**config.mk**
```make
export PLATFORM = sky130hd
export DESIGN_NAME = wishbone_master_if
export DESIGN_NICKNAME = d
export VERILOG_FILES = /design/src/rtl/wb_defs.sv /design/src/rtl/wb_term_timer.sv /design/src/rtl/wishbone_master_if.sv
export SDC_FILE = /design/constraint.sdc
export NUM_CORES = 1
export LEC_CHECK = 0
export BUFFER_PORTS_ARGS = -buffer_cell sky130_fd_sc_hd__buf_2
export CAP_MARGIN = 20
export CORE_AREA = 5 5 93 138
export CTS_BUF_LIST = sky130_fd_sc_hd__clkbuf_8
export DETAILED_ROUTE_END_ITERATION = 10
export DIE_AREA = 0 0 98 143
export GPL_TIMING_DRIVEN = 0
export PLACE_DENSITY = 0.8
export REMOVE_ABC_BUFFERS = 1
export SLEW_MARGIN = 40
export SYNTH_ARGS = -nofsm -noshare
export SYNTH_HDL_FRONTEND = slang
export SYNTH_SLANG_ARGS = --single-unit
```
**constraint.sdc**
```tcl
create_clock -name clk -period 4 [get_ports clk]
set_input_delay 0 -clock clk [delete_from_list [all_inputs] [get_ports clk]]
set_output_delay 0 -clock clk [all_outputs]
set_load 0.01 [all_outputs]
```
**src/rtl/wb_defs.sv**
```systemverilog
// Shared constants for the CPU-to-Wishbone master bridge: FSM encodings and
// readable names for the stall request and generic boolean values.
package wb_defs;

    localparam logic [1:0] WB_IDLE           = 2'd0;
    localparam logic [1:0] WB_BUSY           = 2'd1;
    localparam logic [1:0] WB_WAIT_FOR_STALL = 2'd2;
    localparam logic [1:0] WB_BACKOFF        = 2'd3;

    localparam logic STOP    = 1'b1;
    localparam logic NO_STOP = 1'b0;
    localparam logic TRUE    = 1'b1;
    localparam logic FALSE   = 1'b0;

endpackage

```
**src/rtl/wb_term_timer.sv**
```systemverilog
// Loadable down-counter shared by the response timeout and the retry back-off.
// It saturates at zero, and the zero flag is what the controller watches.
module wb_term_timer #(
    parameter int W = 4
) (
    input  logic         clk,
    input  logic         rst,
    input  logic         load,
    input  logic         en,
    input  logic [W-1:0] load_val,
    output logic         zero
);

    logic [W-1:0] count;

    always_ff @(posedge clk) begin
        if (rst) begin
            count <= '0;
        end else if (load) begin
            count <= load_val;
        end else if (en && count != '0) begin
            count <= count - 1'b1;
        end
    end

    assign zero = (count == '0);

endmodule

```
**src/rtl/wishbone_master_if.sv**
```systemverilog
// Turns a CPU single access into a Wishbone B3 classic single cycle. It stalls the
// pipeline until completion and adds bounded retry, back-off and a response timeout.
module wishbone_master_if
    import wb_defs::*;
#(
    parameter int DW        = 32,
    parameter int AW        = 32,
    parameter int STALL_W   = 6,
    parameter int TIMEOUT   = 256,
    parameter int MAX_RETRY = 3,
    parameter int BACKOFF   = 4
) (
    input  logic              clk,
    input  logic              rst,
    input  logic [STALL_W-1:0] stall_i,
    input  logic              flush_i,
    input  logic              cpu_ce_i,
    input  logic              cpu_we_i,
    input  logic [AW-1:0]     cpu_addr_i,
    input  logic [DW-1:0]     cpu_data_i,
    input  logic [DW/8-1:0]   cpu_sel_i,
    output logic [DW-1:0]     cpu_data_o,
    output logic              cpu_err_o,
    output logic              stallreq_o,
    input  logic [DW-1:0]     wb_dat_i,
    input  logic              wb_ack_i,
    input  logic              wb_err_i,
    input  logic              wb_rty_i,
    output logic [AW-1:0]     wb_adr_o,
    output logic [DW-1:0]     wb_dat_o,
    output logic              wb_we_o,
    output logic [DW/8-1:0]   wb_sel_o,
    output logic              wb_stb_o,
    output logic              wb_cyc_o,
    output logic [1:0]        dbg_state_o
);

    localparam int TMAX = (TIMEOUT > BACKOFF) ? TIMEOUT : BACKOFF;
    localparam int TW   = $clog2(TMAX + 1);
    localparam int RW   = $clog2(MAX_RETRY + 1) + 1;
    localparam logic [TW-1:0] TIMEOUT_LOAD = TW'((TIMEOUT == 0) ? 0 : TIMEOUT - 1);
    localparam logic [TW-1:0] BACKOFF_LOAD = TW'(BACKOFF - 1);

    logic [1:0]    state;
    logic [RW-1:0] retry_cnt;
    logic [DW-1:0] rd_buf;
    logic          err_buf;
    logic          timer_load, timer_en, timer_zero;
    logic [TW-1:0] timer_val;

    // Termination decode, priority ACK > ERR > RTY > timeout; all gated by BUSY.
    logic in_busy, term_ack, term_err, rty_hit, retry_ok, tmo, fail, done, start;
    assign in_busy  = (state == WB_BUSY);
    assign term_ack = in_busy & wb_ack_i;
    assign term_err = in_busy & ~wb_ack_i & wb_err_i;
    assign rty_hit  = in_busy & ~wb_ack_i & ~wb_err_i & wb_rty_i;
    assign retry_ok = rty_hit & (retry_cnt < RW'(MAX_RETRY));
    assign tmo      = in_busy & ~wb_ack_i & ~wb_err_i & ~wb_rty_i & (TIMEOUT != 0) & timer_zero;
    assign fail     = term_err | (rty_hit & ~retry_ok) | tmo;
    assign done     = term_ack | fail;
    assign start    = (state == WB_IDLE) & cpu_ce_i & ~flush_i;

    assign dbg_state_o = state;

    wb_term_timer #(.W(TW)) u_timer (
        .clk      (clk),
        .rst      (rst),
        .load     (timer_load),
        .en       (timer_en),
        .load_val (timer_val),
        .zero     (timer_zero)
    );

    always_comb begin
        timer_load = FALSE;
        timer_en   = FALSE;
        timer_val  = TIMEOUT_LOAD;
        case (state)
            WB_IDLE: timer_load = start;
            WB_BUSY: begin
                if (retry_ok) begin
                    timer_load = TRUE;
                    timer_val  = BACKOFF_LOAD;
                end else begin
                    timer_en = TRUE;
                end
            end
            WB_BACKOFF: begin
                if (timer_zero && !flush_i) timer_load = TRUE;
                else                        timer_en   = TRUE;
            end
            default: ;
        endcase
    end

    always_comb begin
        stallreq_o = NO_STOP;
        cpu_data_o = '0;
        cpu_err_o  = FALSE;
        if (!rst) begin
            case (state)
                WB_IDLE: stallreq_o = start ? STOP : NO_STOP;
                WB_BUSY: begin
                    stallreq_o = done ? NO_STOP : STOP;
                    if (term_ack && !wb_we_o) cpu_data_o = wb_dat_i;
                    cpu_err_o = fail;
                end
                WB_WAIT_FOR_STALL: begin
                    cpu_data_o = rd_buf;
                    cpu_err_o  = err_buf;
                end
                WB_BACKOFF: stallreq_o = STOP;
                default: ;
            endcase
        end
    end

    always_ff @(posedge clk) begin
        if (rst) begin
            state     <= WB_IDLE;
            wb_adr_o  <= '0;
            wb_dat_o  <= '0;
            wb_we_o   <= FALSE;
            wb_sel_o  <= '0;
            wb_stb_o  <= FALSE;
            wb_cyc_o  <= FALSE;
            rd_buf    <= '0;
            err_buf   <= FALSE;
            retry_cnt <= '0;
        end else begin
            case (state)
                WB_IDLE: begin
                    if (start) begin
                        wb_adr_o  <= cpu_addr_i;
                        wb_dat_o  <= cpu_data_i;
                        wb_we_o   <= cpu_we_i;
                        wb_sel_o  <= cpu_sel_i;
                        wb_stb_o  <= TRUE;
                        wb_cyc_o  <= TRUE;
                        retry_cnt <= '0;
                        state     <= WB_BUSY;
                    end
                end
                WB_BUSY: begin
                    if (done) begin
                        wb_adr_o <= '0;
                        wb_dat_o <= '0;
                        wb_we_o  <= FALSE;
                        wb_sel_o <= '0;
                        wb_stb_o <= FALSE;
                        wb_cyc_o <= FALSE;
                        rd_buf   <= (term_ack && !wb_we_o) ? wb_dat_i : '0;
                        err_buf  <= fail;
                        state    <= (stall_i != '0) ? WB_WAIT_FOR_STALL : WB_IDLE;
                    end else if (retry_ok) begin
                        // Address/data/select stay put so the re-issue repeats the access.
                        wb_stb_o  <= FALSE;
                        wb_cyc_o  <= FALSE;
                        retry_cnt <= retry_cnt + 1'b1;
                        state     <= WB_BACKOFF;
                    end else if (flush_i) begin
                        wb_adr_o <= '0;
                        wb_dat_o <= '0;
                        wb_we_o  <= FALSE;
                        wb_sel_o <= '0;
                        wb_stb_o <= FALSE;
                        wb_cyc_o <= FALSE;
                        rd_buf   <= '0;
                        state    <= WB_IDLE;
                    end
                end
                WB_BACKOFF: begin
                    if (flush_i) begin
                        wb_adr_o <= '0;
                        wb_dat_o <= '0;
                        wb_we_o  <= FALSE;
                        wb_sel_o <= '0;
                        state    <= WB_IDLE;
                    end else if (timer_zero) begin
                        wb_stb_o <= TRUE;
                        wb_cyc_o <= TRUE;
                        state    <= WB_BUSY;
                    end
                end
                WB_WAIT_FOR_STALL: begin
                    if (flush_i) begin
                        err_buf <= FALSE;
                        state   <= WB_IDLE;
                    end else if (stall_i == '0) begin
                        state <= WB_IDLE;
                    end
                end
                default: state <= WB_IDLE;
            endcase
        end
    end

endmodule

```
## After elaboration in Yosys (flattened, before gate mapping)

Index checks and enable logic that the tools add are counted.

| storage, ports and cells | value |
|---|---|
| bits in registers | 117 |
| latch bits | 0 |
| RAM bits | 0 |
| ROM bits | 0 |
| memories | 0 |

| cells by class | value |
|---|---|
| add/subtract/negate cells | 2 |
| multipliers | 0 |
| divide/modulo/power cells | 0 |
| order comparisons | 1 |
| equality and inequality tests | 15 |
| shifts and indexed selects | 0 |
| mux-type cells | 65 |
| bitwise operators | 19 |
| reductions and logical operators | 21 |

Operator list:

| operator | number |
|---|---|
| $mux 32 | 13 |
| $pmux 32 s3 | 2 |
| $pmux 32 s2 | 1 |
| $mux 1 | 19 |
| $mux 2 | 9 |
| $mux 9 | 2 |
| $mux 4 | 4 |
| $mux 8 | 2 |
| $pmux 1 s3 | 4 |
| $pmux 4 s3 | 1 |
| $and 1x1->1 | 11 |
| $ne 2x2->1 const B | 5 |
| $logic_not 9->1 | 1 |
| $mux 3 | 3 |
| $reduce_and 3->1 | 3 |
| $reduce_bool 9->1 | 1 |
| $sub 9x1->9 const B | 1 |
| $pmux 2 s4 | 1 |
| $reduce_and 4->1 | 2 |
| $reduce_bool 2->1 | 4 |
| $logic_not 6->1 | 1 |
| $ne 2x1->1 const B | 3 |
| $ne 3x3->1 const B | 2 |
| $pmux 1 s2 | 3 |
| other kinds (15) | 25 |

## Longest topological paths before layout

Gate-level depths: netlist of the first run.

| logic depth | value |
|---|---|
| word-level depth | 13 |
| mapped depth | 9 |
| depth with buffers taken out | 7 |

## Modules after synthesis

Synthesis of the first run repeated with hierarchy kept, for this count alone.

| unflattened totals | value |
|---|---|
| cells, all modules | 516 |
| area total of the unflattened synthesis | 4742.0 um^2 |

Modules (own cells, without submodules):

| module | times used | cells each | area each (um^2) | seq. area each (um^2) |
|---|---|---|---|---|
| wishbone_master_if | 1 | 446 | 4137.7 | 2162.1 |
| wb_term_timer | 1 | 70 | 604.3 | 180.2 |

## Worst setup path before layout of the first run

No wires, ideal clock.

| timing path | value |
|---|---|
| path type | register to register |
| from | register state[0] (netlist: dbg_state_o[0]) |
| to | register wb_dat_o[10] |
| setup time | 0.101 ns |
| arrival time | 1.816 ns |
| data required time | 3.899 ns |
| path slack | 2.083 ns |
| cell stages (with the launch flop) | 10 |
| buffers on the path | 3 |
| period minus slack after synthesis | 1.917 ns |
| cell sequence | dfxtp_1 -> inv_1 -> ha_1 -> a21oi_1 -> and3_1 -> buf_2 -> buf_2 -> buf_1 -> a32oi_1 -> o41ai_1 |

| on the way | value |
|---|---|
| word-level cells in the longest chain between the ends | 12 |
| elaborated cells on any way between the ends | 24 |
| classes of those cells | 4 x eq/ne; 2 x mux; 15 x bitwise; 3 x reduce/logical |

Ends and longest elaborated chain:

| item | RTL line | text |
|---|---|---|
| start: declaration | wishbone_master_if.sv:44 | `logic [1:0] state;` |
| start signal: assignment | wishbone_master_if.sv:154 | `state <= (stall_i != '0) ? WB_WAIT_FOR_STALL : WB_IDLE;` |
| $eq 2x1->1 | wishbone_master_if.sv:53, wishbone_master_if.sv:131 |  |
| $and 1x1->1 | wishbone_master_if.sv:55, wishbone_master_if.sv:56, wishbone_master_if.sv:58 |  |
| $and 1x1->1 | wishbone_master_if.sv:56, wishbone_master_if.sv:58 |  |
| $and 1x1->1 | wishbone_master_if.sv:56 | `assign rty_hit = in_busy & ~wb_ack_i & ~wb_err_i & wb_rty_i;` |
| $and 1x1->1 | wishbone_master_if.sv:57 | `assign retry_ok = rty_hit & (retry_cnt < RW'(MAX_RETRY));` |
| $not 1->1 | wishbone_master_if.sv:59 | `assign fail = term_err \| (rty_hit & ~retry_ok) \| tmo;` |
| $and 1x1->1 | wishbone_master_if.sv:59 |  |
| $or 1x1->1 (2 in a row) | wishbone_master_if.sv:59 |  |
| $or 1x1->1 | wishbone_master_if.sv:60 | `assign done = term_ack \| fail;` |
| $ne 3x2->1 (no source line) or $mux 32 (tied branches) | - |  |
| $reduce_and 3->1 (no source line) or $pmux 32 s3 (tied branches) | - |  |
| end signal: assignment | wishbone_master_if.sv:135 | `wb_dat_o <= cpu_data_i;` |
| end: declaration | wishbone_master_if.sv:30 | `output logic [DW-1:0] wb_dat_o,` |

Parallel ways exist; a longest one is shown, timed or not.
A chain may end at the register's enable or synchronous reset.

## Worst setup path after layout of the first run

| timing path | value |
|---|---|
| from | register state[0] (netlist: dbg_state_o[0]) |
| to | register wb_sel_o[2] |

| on the way | value |
|---|---|
| word-level cells in the longest chain between the ends | 12 |
| elaborated cells on any way between the ends | 24 |
| classes of those cells | 4 x eq/ne; 2 x mux; 15 x bitwise; 3 x reduce/logical |

Ends and longest elaborated chain:

| item | RTL line | text |
|---|---|---|
| $eq 2x1->1 | wishbone_master_if.sv:53, wishbone_master_if.sv:131 |  |
| $and 1x1->1 | wishbone_master_if.sv:55, wishbone_master_if.sv:56, wishbone_master_if.sv:58 |  |
| $and 1x1->1 | wishbone_master_if.sv:56, wishbone_master_if.sv:58 |  |
| $and 1x1->1 | wishbone_master_if.sv:56 |  |
| $and 1x1->1 | wishbone_master_if.sv:57 |  |
| $not 1->1 | wishbone_master_if.sv:59 |  |
| $and 1x1->1 | wishbone_master_if.sv:59 |  |
| $or 1x1->1 (2 in a row) | wishbone_master_if.sv:59 |  |
| $or 1x1->1 | wishbone_master_if.sv:60 |  |
| $ne 3x2->1 (no source line) or $mux 4 (tied branches) | - |  |
| $reduce_and 3->1 (no source line) or $pmux 4 s3 (tied branches) | - |  |
| end signal: assignment | wishbone_master_if.sv:137 | `wb_sel_o <= cpu_sel_i;` |
| end: declaration | wishbone_master_if.sv:32 | `output logic [DW/8-1:0] wb_sel_o,` |

Parallel ways exist; a longest one is shown, timed or not.

==> flow_summary.yaml, run 1 <==
outcome:
  status: "completed"
sta:
  fin_crit_ns: 3.23
  hold-worst-slack_ns: 0.0774
  setup_ws_ns: 0.774
  final-hold-violation-count: 0
  clock_skew_ns: 0.0123
  tightest_slew_ns: 0.861
  rsz0062_at_grt: "no"
  relSlewSlack_pct: 42.6
  slew_violations: 0
  finalSetupViolations: 0
  fmax_ghz: 0.310
  finalCritPeriodShare_pct: 80.6
setup_path:
  r2r_start: "dbg_state_o[0]"
  rr_worst_depth: 8
  required_ns: 4.31
  cp_data_arrival_time_ns: 3.54
  crit_type: "reg -> reg"
  worstSetupEndpointType: "register"
  reg2reg_to: "wb_sel_o[2]"
  reg2reg_slack_ns: 0.77
  start_kind: "register"
  cp_max_fo: 42
logic_synthesis:
  synthFlopType: "dfxtp_1"
  ys_top_cells_by_count: "dfxtp_1, inv_1, a32oi_1, o41ai_1"
  synth_seq_cells: 117
  synthArstFlopShare_pct: 0
  synth_top_cell_by_area: "dfxtp_1"
  ys_seq_area_share_pct: 41.9
  synth_area_leaders: "dfxtp_1, a32oi_1, o41ai_1, inv_1, a22o_1"
  synth_area_per_cell_um2: 9.09
  syn_inst: 614
  synth_top_area_share_pct: 41.9
  ys_warn_count: 0
  synth.most_common_cell: "dfxtp_1"
  synth.distinct_cells: 52
  synth_edf_count: 0
  synth_area_um2: 5580
worst_hold_path:
  min_to: "dbg_state_o[1]"
  hold_start: "stall_i[1]"
  min_path_type: "in -> reg"
  hold_depth: 5
power:
  cellPowerDensity_nw_per_um2: 427
  power.ir.vdd_worst_v: 0.000259
  p_sw_share_pct: 34.0
  power_frac_clock_pct: 29.2
  switchingPower_mw: 1.22
  pwr-share-seq_pct: 40.6
  pwr-share-comb_pct: 30.1
  cell_internal_pwr_mw: 2.37
  leakagePower_nw: 3.57
placement:
  io_buffer_count: 220
  place_hpwl_mm: 12.0
  place_ws_ns: 1.50
  dp.cells: 929
  place_congestion: 0.849
clock_network:
  clkSinkCount: 117
  clockRootBuffer: "clkbuf_8"
  cts_resized: 0
  htreeDepth: 4
  numCtsBuffers: 17
  clockBufferDepth: 2
  clk_pin_slew_ns: 0.07
  clk_latency_ns: 0.43
  cts_tree: "built"
routing:
  detail-route-antenna-nets: 0
  drtIter0Drc: 467
  drc_errors: 0
  via_per_inst: 6.20
  wl_per_cell_um: 19.6
  firstDrtPassIters: 5
  vias: 6681
  drt_wl_total_mm: 21.1
floorplan:
  ioPinCount: 221
  dieHeight_um: 143
  start_util_pct: 48.7
  coreArea_um2: 11500
  die_x_um: 98
  die_area_um2: 14000
  rows: 48
grt:
  gr-total-overflow: 0
  grt_max_degree: 76
  grt_pass1_wl_mm: 33.5
  grt_pass1_vias: 6761
  track_usage_pct: 29.0
  antenna_found_initial: 1
final_layout:
  layout-drive-gt1-share_pct: 30.0
  finish.utilization_pct: 73.3
  flow.area_growth_from_synthesis_pct: 50.6
  finalNetCount: 1037
  final_cells: 1078
job:
  cap_violations: 0
-- area by class of cell --
| class | instances | area (um^2) |
|---|---|---|
| sequential | 117 | 2340 |
| antenna | 1 | 2.50 |
| tap | 150 | 188 |
| clock inverter | 12 | 114 |
| clock buffer | 19 | 262 |
| timing repair buffer | 348 | 2470 |
| inverter | 77 | 294 |
| multi-input combinational | 354 | 2730 |
| fill | 750 | 3060 |
-- metal layers --
layer | part of all wire (%) | track usage, % | up-vias
li1 | - | - | 3000
met3 | 8.5 | 9.43 | 91
met1 | 35 | 29.2 | 3168
met5 | 0 | 0 | -
met4 | 4.6 | 15.5 | 0
met2 | 52 | 52.8 | 422
-- cells by family (layout without fill, tap and decap cells) --
family          after synthesis  in the layout  synth area share [%]
compound gates              244            244                  36.1
buf+inv                     143            456                  10.1
flops                       117            117                  41.9
simple gates                 94             94                  8.76
fa+ha+maj                     8              8                  1.79
xor+xnor                      4              4                 0.627
mux                           4              4                 0.717
other cells                   0              1                     0
-- power by group through the flow --
stage | clock [mW] | sequential [mW] | combinational [mW]
4_1_cts | 1.06 | 1.45 | 1.05
3_3_place_gp | 0 | 1.46 | 0.852
2_1_floorplan | 0 | 1.50 | 0.503
3_5_place_dp | 0 | 1.47 | 0.942
6_report | 1.05 | 1.46 | 1.08
5_1_grt | 1.12 | 1.47 | 1.17
-- critical path: stages (launching register included) --
cell and delay, ns:
dfxtp_1 0.44, inv_1 0.12, ha_2 0.46, a21oi_1 0.48, nand2_4 0.32, buf_12 0.29
a32oi_1 0.25, o41ai_1 0.13, dlygate4sd3_1 0.61
-- registers in the layout, summed over array words and instances (netlist names) --
name	flops
dbg_state_o	2
err_buf	1
rd_buf	32
retry_cnt	3
u_timer.count	9
wb_adr_o	32
wb_cyc_o	1
wb_dat_o	32
wb_sel_o	4
wb_we_o	1
-- stage by stage --
stage | setup TNS, ns | power [mW] | instance area [um^2]
global placement | -88.04 | 2.31 | 6600
floorplan | 0 | 2.00 | 5310
global route | 0 | 3.76 | 8410
CTS | 0 | 3.56 | 8410
finish | 0 | 3.59 | 8410
detailed placement | 0 | 2.42 | 6860
-- worst max path at each step --
stage	from	to	slack (ns)	cells past startpoint
6_report	dbg_state_o[0]	wb_sel_o[2]	0.77	8
3_3_place_gp	u_timer.count[0]	stallreq_o	-1.19	8
3_5_place_dp	dbg_state_o[0]	wb_dat_o[15]	1.50	7
4_1_cts	dbg_state_o[0]	wb_sel_o[0]	0.96	8
5_1_grt	dbg_state_o[0]	wb_sel_o[2]	0.71	8
2_1_floorplan	u_timer.count[0]	stallreq_o	0.29	7
-- layout by cell type (no fill, tap or decap), drive strengths merged, types with 2 or more instances in the layout --
master / count
a211o: 2
a21oi: 14
a22o: 32
a22oi: 33
a31oi: 4
a32oi: 69
and2: 2
buf: 231
bufinv: 2
clkbuf: 19
clkinv: 7
dfxtp: 117
dlygate4sd3: 117
ha: 8
inv: 79
mux2i: 4
nand2: 14
nand2b: 2
nand3: 4
nand4: 3
nor2: 45
nor2b: 2
nor3: 7
nor4: 3
nor4b: 2
o211ai: 2
o21ai: 7
o2bb2ai: 2
o311a: 2
o31ai: 2
o41ai: 69
or2: 2
or4: 3
xor2: 3
-- timing repair --
item / in CTS / in global routing
buffers inserted: 0 / 0
endpoints found under the hold margin: 107 / 0
hold buffers: 117 / 0
Note: power is estimated with default switching activity, not from simulation.
==> inputs of run 2 (changes only) <==
--- a/config.mk
+++ b/config.mk
@@ -5,14 +5,15 @@
 export SDC_FILE = /design/constraint.sdc
 export NUM_CORES = 1
 export LEC_CHECK = 0
+export ABC_AREA = 1
 export BUFFER_PORTS_ARGS = -buffer_cell sky130_fd_sc_hd__buf_2
 export CAP_MARGIN = 20
-export CORE_AREA = 5 5 93 138
+export CORE_AREA = 5 5 103 153
 export CTS_BUF_LIST = sky130_fd_sc_hd__clkbuf_8
 export DETAILED_ROUTE_END_ITERATION = 10
-export DIE_AREA = 0 0 98 143
+export DIE_AREA = 0 0 108 158
 export GPL_TIMING_DRIVEN = 0
-export PLACE_DENSITY = 0.8
+export PLACE_DENSITY = 0.77
 export REMOVE_ABC_BUFFERS = 1
 export SLEW_MARGIN = 40
 export SYNTH_ARGS = -nofsm -noshare
==> constraint.sdc (replaced) <==
create_clock -name clk -period 2.8 [get_ports clk]
set_input_delay 0 -clock clk [delete_from_list [all_inputs] [get_ports clk]]
set_output_delay 0 -clock clk [all_outputs]
set_load 0.01 [all_outputs]
==> flow_summary.yaml, run 2 <==
outcome:
  status: "completed"
logic_synthesis:
  ys_top_cells_by_count: "nand2_1, inv_1, a21oi_1"
  ys_seq_area_share_pct: 36.0
  synth_edf_count: 0
  synth_area_leaders: "dfxtp_1, nand2_1, a21oi_1, inv_1, nand3_1"
  ys_warn_count: 0
  synth_area_um2: 6500
  synth.most_common_cell: "nand2_1"
  synth_top_cell_by_area: "dfxtp_1"
  synth_seq_cells: 117
  synth_top_area_share_pct: 36.0
  syn_inst: 1068
  synthArstFlopShare_pct: 0
  synth.distinct_cells: 31
  synth_area_per_cell_um2: 6.08
  synthFlopType: "dfxtp_1"
routing:
  firstDrtPassIters: 5
  drc_errors: 0
  vias: 7701
  drt_wl_total_mm: 20.6
  detail-route-antenna-nets: 0
  wl_per_cell_um: 13.2
  via_per_inst: 4.94
  drtIter0Drc: 532
final_layout:
  layout_common_cells: "nand2_1, buf_2, inv_1"
  finish.utilization_pct: 64.4
  fill_cells: 1238
  flow.area_growth_from_synthesis_pct: 42.0
  final_cells: 1559
  finalNetCount: 1473
  num_antenna_cells: 0
  layout-drive-gt1-share_pct: 21.5
  top_regs: "rd_buf (32), wb_adr_o (32), wb_dat_o (32)"
  design_area_um2: 9230
  final_common_cell: "nand2_1"
sta:
  slew_violations: 0
  tightest_slew_ns: 0.838
  relSlewSlack_pct: 43.9
  setup_ws_ns: 0.195
  fin_crit_ns: 2.61
  clock_skew_ns: 0.0173
  rsz0062_at_grt: "no"
  finalCritPeriodShare_pct: 93.0
  final-hold-violation-count: 0
  tns_ns: 0
  hold-worst-slack_ns: 0.117
  finalSetupViolations: 0
  fmax_ghz: 0.384
setup_path:
  crit_type: "reg -> reg"
  required_ns: 3.14
  worstSetupEndpointType: "register"
  start_kind: "register"
  cp_data_arrival_time_ns: 2.94
  cp_max_fo: 70
clock_network:
  clockRootBuffer: "clkbuf_8"
  clockBufferDepth: 2
  clk_pin_slew_ns: 0.09
  clkSinkCount: 117
  clk_latency_ns: 0.43
  cts_setup_buffers: 0
  cts_tree: "built"
  htreeDepth: 4
  numCtsBuffers: 17
floorplan:
  coreArea_um2: 14300
  start_util_pct: 45.4
  die_area_um2: 17100
  dieHeight_um: 158
  rows: 54
  ioPinCount: 221
  die_x_um: 108
job:
  cap_violations: 0
placement:
  io_buffer_count: 220
  place_congestion: 0.873
  place_ws_ns: -0.339
  dp.cells: 1426
  place_hpwl_mm: 12.8
  placed_cell_area_um2: 7710
power:
  pwr-share-seq_pct: 29.6
  pwr-share-comb_pct: 47.1
  p_total_mw: 8.08
  power_frac_clock_pct: 23.3
  leakagePower_nw: 4.78
  switchingPower_mw: 3.43
  power.ir.vdd_worst_v: 0.000636
  cell_internal_pwr_mw: 4.65
  p_sw_share_pct: 42.5
  cellPowerDensity_nw_per_um2: 875
grt:
  grt_pass1_wl_mm: 33.6
  grt_pass1_vias: 7270
  gr-total-overflow: 0
  grt_max_degree: 71
  antenna_found_initial: 0
  track_usage_pct: 23.8
worst_hold_path:
  min_path_type: "in -> reg"
[run 2: timing repair]
item,4_1_cts,5_1_grt
setup endpoints to repair,69,24
endpoints found under the hold margin,103,0
gates resized for setup,4,1
hold buffers,102,0
gates cloned,0,0
[run 2: final timing paths]
check                 start           end  slack (ns)  cells past startpoint
max          dbg_state_o[0]   wb_sel_o[0]        0.19                      9
min                wb_rty_i  retry_cnt[2]        0.12                      5
max reg2reg  dbg_state_o[0]   wb_sel_o[0]        0.19                      9
min reg2reg      rd_buf[26]    rd_buf[26]        0.46                      2
[run 2: layout make-up]
class	instances	area, um^2	area share [%]
Clock buffer	18	248	2.68
Clock inverter	13	230	2.49
Inverter	168	643	6.97
Multi-Input combinational cell	718	3250	35.2
Sequential cell	117	2340	25.4
Tap cell	196	245	2.66
Timing Repair Buffer	329	2270	24.6
[run 2: power groups by stage]
stage               Clock [mW]  Sequential, mW  Combinational [mW]
floorplan                    0            2.56                2.20
global placement             0            2.40                3.49
detailed placement           0            2.41                3.61
CTS                       1.92            2.38                3.78
global route              2.00            2.44                4.26
finish                    1.89            2.39                3.80
[run 2: kinds of logic (layout without fill, tap and decap cells)]
logic type	count (synthesis)	count (layout)	synth area share [%]
xor+xnor	2	2	0.270
flops	117	117	36.0
fa+ha+maj	8	8	1.54
simple gates	540	540	34.3
mux	1	1	0.154
buf+inv	233	528	14.6
compound gates	167	167	13.1
[run 2: metal layers]
layer / GRT usage (%) / part of all wire, % / up-vias
li1: - / - / 3838
met1: 26.3 / 38 / 3454
met2: 42.2 / 51 / 333
met3: 5.51 / 7.3 / 76
met4: 12.5 / 4.2 / 0
met5: 0 / 0 / -
[run 2: worst max-delay path, cell delays in order, from the launching register on]
cell	delay [ns]
dfxtp_1	0.37
inv_1	0.13
ha_1	0.28
nand3_1	0.23
a21oi_2	0.35
nand2_8	0.33
inv_12	0.40
nand3_1	0.15
nand2_1	0.10
inv_1	0.04
==> inputs of run 3 (changes only) <==
--- a/config.mk
+++ b/config.mk
@@ -8,10 +8,10 @@
 export ABC_AREA = 1
 export BUFFER_PORTS_ARGS = -buffer_cell sky130_fd_sc_hd__buf_2
 export CAP_MARGIN = 20
-export CORE_AREA = 5 5 103 153
+export CORE_AREA = 5 5 124 126
 export CTS_BUF_LIST = sky130_fd_sc_hd__clkbuf_8
 export DETAILED_ROUTE_END_ITERATION = 10
-export DIE_AREA = 0 0 108 158
+export DIE_AREA = 0 0 129 131
 export GPL_TIMING_DRIVEN = 0
 export PLACE_DENSITY = 0.77
 export REMOVE_ABC_BUFFERS = 1
==> flow_summary.yaml, run 3 (synthesis gave the netlist of run 2 again) <==
setup_path:
  reg2reg_slack_ns: 0.1
  start_kind: "register"
  required_ns: 3.18
  rr_worst_depth: 13
  reg2reg_to: "rd_buf[29]"
  cp_max_fo: 24
  worstSetupEndpointType: "register"
  cp_data_arrival_time_ns: 3.08
  crit_type: "reg -> reg"
  r2r_start: "dbg_state_o[1]"
worst_hold_path:
  hold_depth: 5
  min_to: "retry_cnt[2]"
  min_path_type: "in -> reg"
  hold_start: "wb_rty_i"
grt:
  top_usage_layer: "met2"
  gr-total-overflow: 0
  track_usage_pct: 25.8
  grt_pass1_vias: 7383
  grt_max_degree: 70
  antenna_found_initial: 0
  met1_usage_pct: 30.0
  grt_use_met3_pct: 7.40
  grt_util_met2_pct: 44.9
  grt_pass1_wl_mm: 35.4
final_layout:
  top_regs: "rd_buf (32), wb_adr_o (32), wb_dat_o (32)"
  fill_cells: 1147
  final_common_cell: "nand2_1"
  flow.area_growth_from_synthesis_pct: 44.0
  num_antenna_cells: 0
  layout-drive-gt1-share_pct: 21.3
  finalNetCount: 1501
  layout_common_cells: "nand2_1, buf_2, inv_1"
  design_area_um2: 9350
sta:
  slew_violations: 0
  fin_crit_ns: 2.70
  final-hold-violation-count: 0
  setup_ws_ns: 0.0975
  tightest_slew_ns: 0.690
  relSlewSlack_pct: 54.0
  clock_skew_ns: 0.00990
  finalCritPeriodShare_pct: 96.5
  tns_ns: 0
  hold-worst-slack_ns: 0.0910
  finalSetupViolations: 0
  fmax_ghz: 0.370
power:
  p_total_mw: 7.79
  power.ir.vdd_worst_v: 0.000500
  leakagePower_nw: 4.92
  cellPowerDensity_nw_per_um2: 833
routing:
  drtIter0Drc: 547
  detail-route-antenna-nets: 0
  vias: 7857
  drc_errors: 0
  firstDrtPassIters: 5
  drt_wl_total_mm: 22.2
  via_per_inst: 4.99
  wl_per_cell_um: 14.1
clock_network:
  htreeDepth: 4
  numCtsBuffers: 17
  clk_pin_slew_ns: 0.07
  clockBufferDepth: 2
  clockRootBuffer: "clkbuf_8"
  cts_tree: "built"
  clk_latency_ns: 0.44
  clkSinkCount: 117
placement:
  place_congestion: 0.850
  place_hpwl_mm: 12.6
  place_ws_ns: 0.334
  placed_cell_area_um2: 7730
  io_buffer_count: 220
floorplan:
  die_area_um2: 16900
  dieHeight_um: 131
  start_util_pct: 45.7
  die_x_um: 129
  ioPinCount: 221
  rows: 44
  coreArea_um2: 14200
outcome:
  status: "completed"
job:
  cap_violations: 0
[run 3: cell count changes in the layout (fill, tap and decap cells not counted), sizes merged]
cell         previous run  this run
clkinvlp                3         0
inv                   168       171
bufinv                  6         1
buf                   227       235
dlygate4sd3           102       122
clkbuf                 18        21
[run 3: what timing repair did]
action,4_1_cts,5_1_grt
buffers inserted,0,6
gates resized for setup,0,2
hold endpoints to repair,103,0
hold buffers,122,0
setup endpoints to repair,0,13
[run 3: per-stage QoR]
stage | utilization (%) | instances
6_report | 65.9 | 1573
4_1_cts | 65.5 | 1567
2_1_floorplan | - | 1003
3_5_place_dp | 54.4 | 1416
5_1_grt | 65.9 | 1573
3_3_place_gp | 52.9 | 1407
[run 3: how the worst max path moves through the flow]
stage                    from           end  slack, ns  cells past startpoint
3_3_place_gp   dbg_state_o[1]  wb_adr_o[20]      -2.30                      7
6_report       dbg_state_o[1]    rd_buf[29]        0.1                     13
3_5_place_dp   dbg_state_o[0]   wb_adr_o[5]       0.33                      8
2_1_floorplan  dbg_state_o[1]   wb_adr_o[0]      -0.49                      7
4_1_cts        dbg_state_o[1]    rd_buf[13]       0.01                     13
5_1_grt        dbg_state_o[1]    rd_buf[29]      -0.01                     13
[run 3: critical path: stages, from the launching register on]
cell and delay (ns):
dfxtp_1 0.40, inv_1 0.11, ha_2 0.27, nand2_2 0.11
nor2_4 0.04, nand3_1 0.06, nand2_1 0.08, nor2_4 0.16
nand2_2 0.12, o21ai_4 0.25, buf_12 0.20, nand2_1 0.09
a21oi_1 0.17, dlygate4sd3_1 0.57
[run 3: report_power, final]
part           switching (mW)  internal (mW)
combinational            2.53           1.44
clock                   0.668          0.764
sequential              0.254           2.14
total                    3.45           4.34
[run 3: routing by layer]
layer	wire length, um	vias to the layer above
met2	10800	381
met4	475	0
met1	8770	3537
met5	0	-
met3	2100	51
li1	-	3888
[run 3: area by class of cell]
class,count,area (um^2),area share [%]
multi-input cells,718,3240,34.6
repair buffers,357,2560,27.3
flip-flops and latches,117,2340,25.0
inverters,168,636,6.80
clock buffers,21,289,3.09
well taps,184,230,2.46
clock inverters,8,61.3,0.655
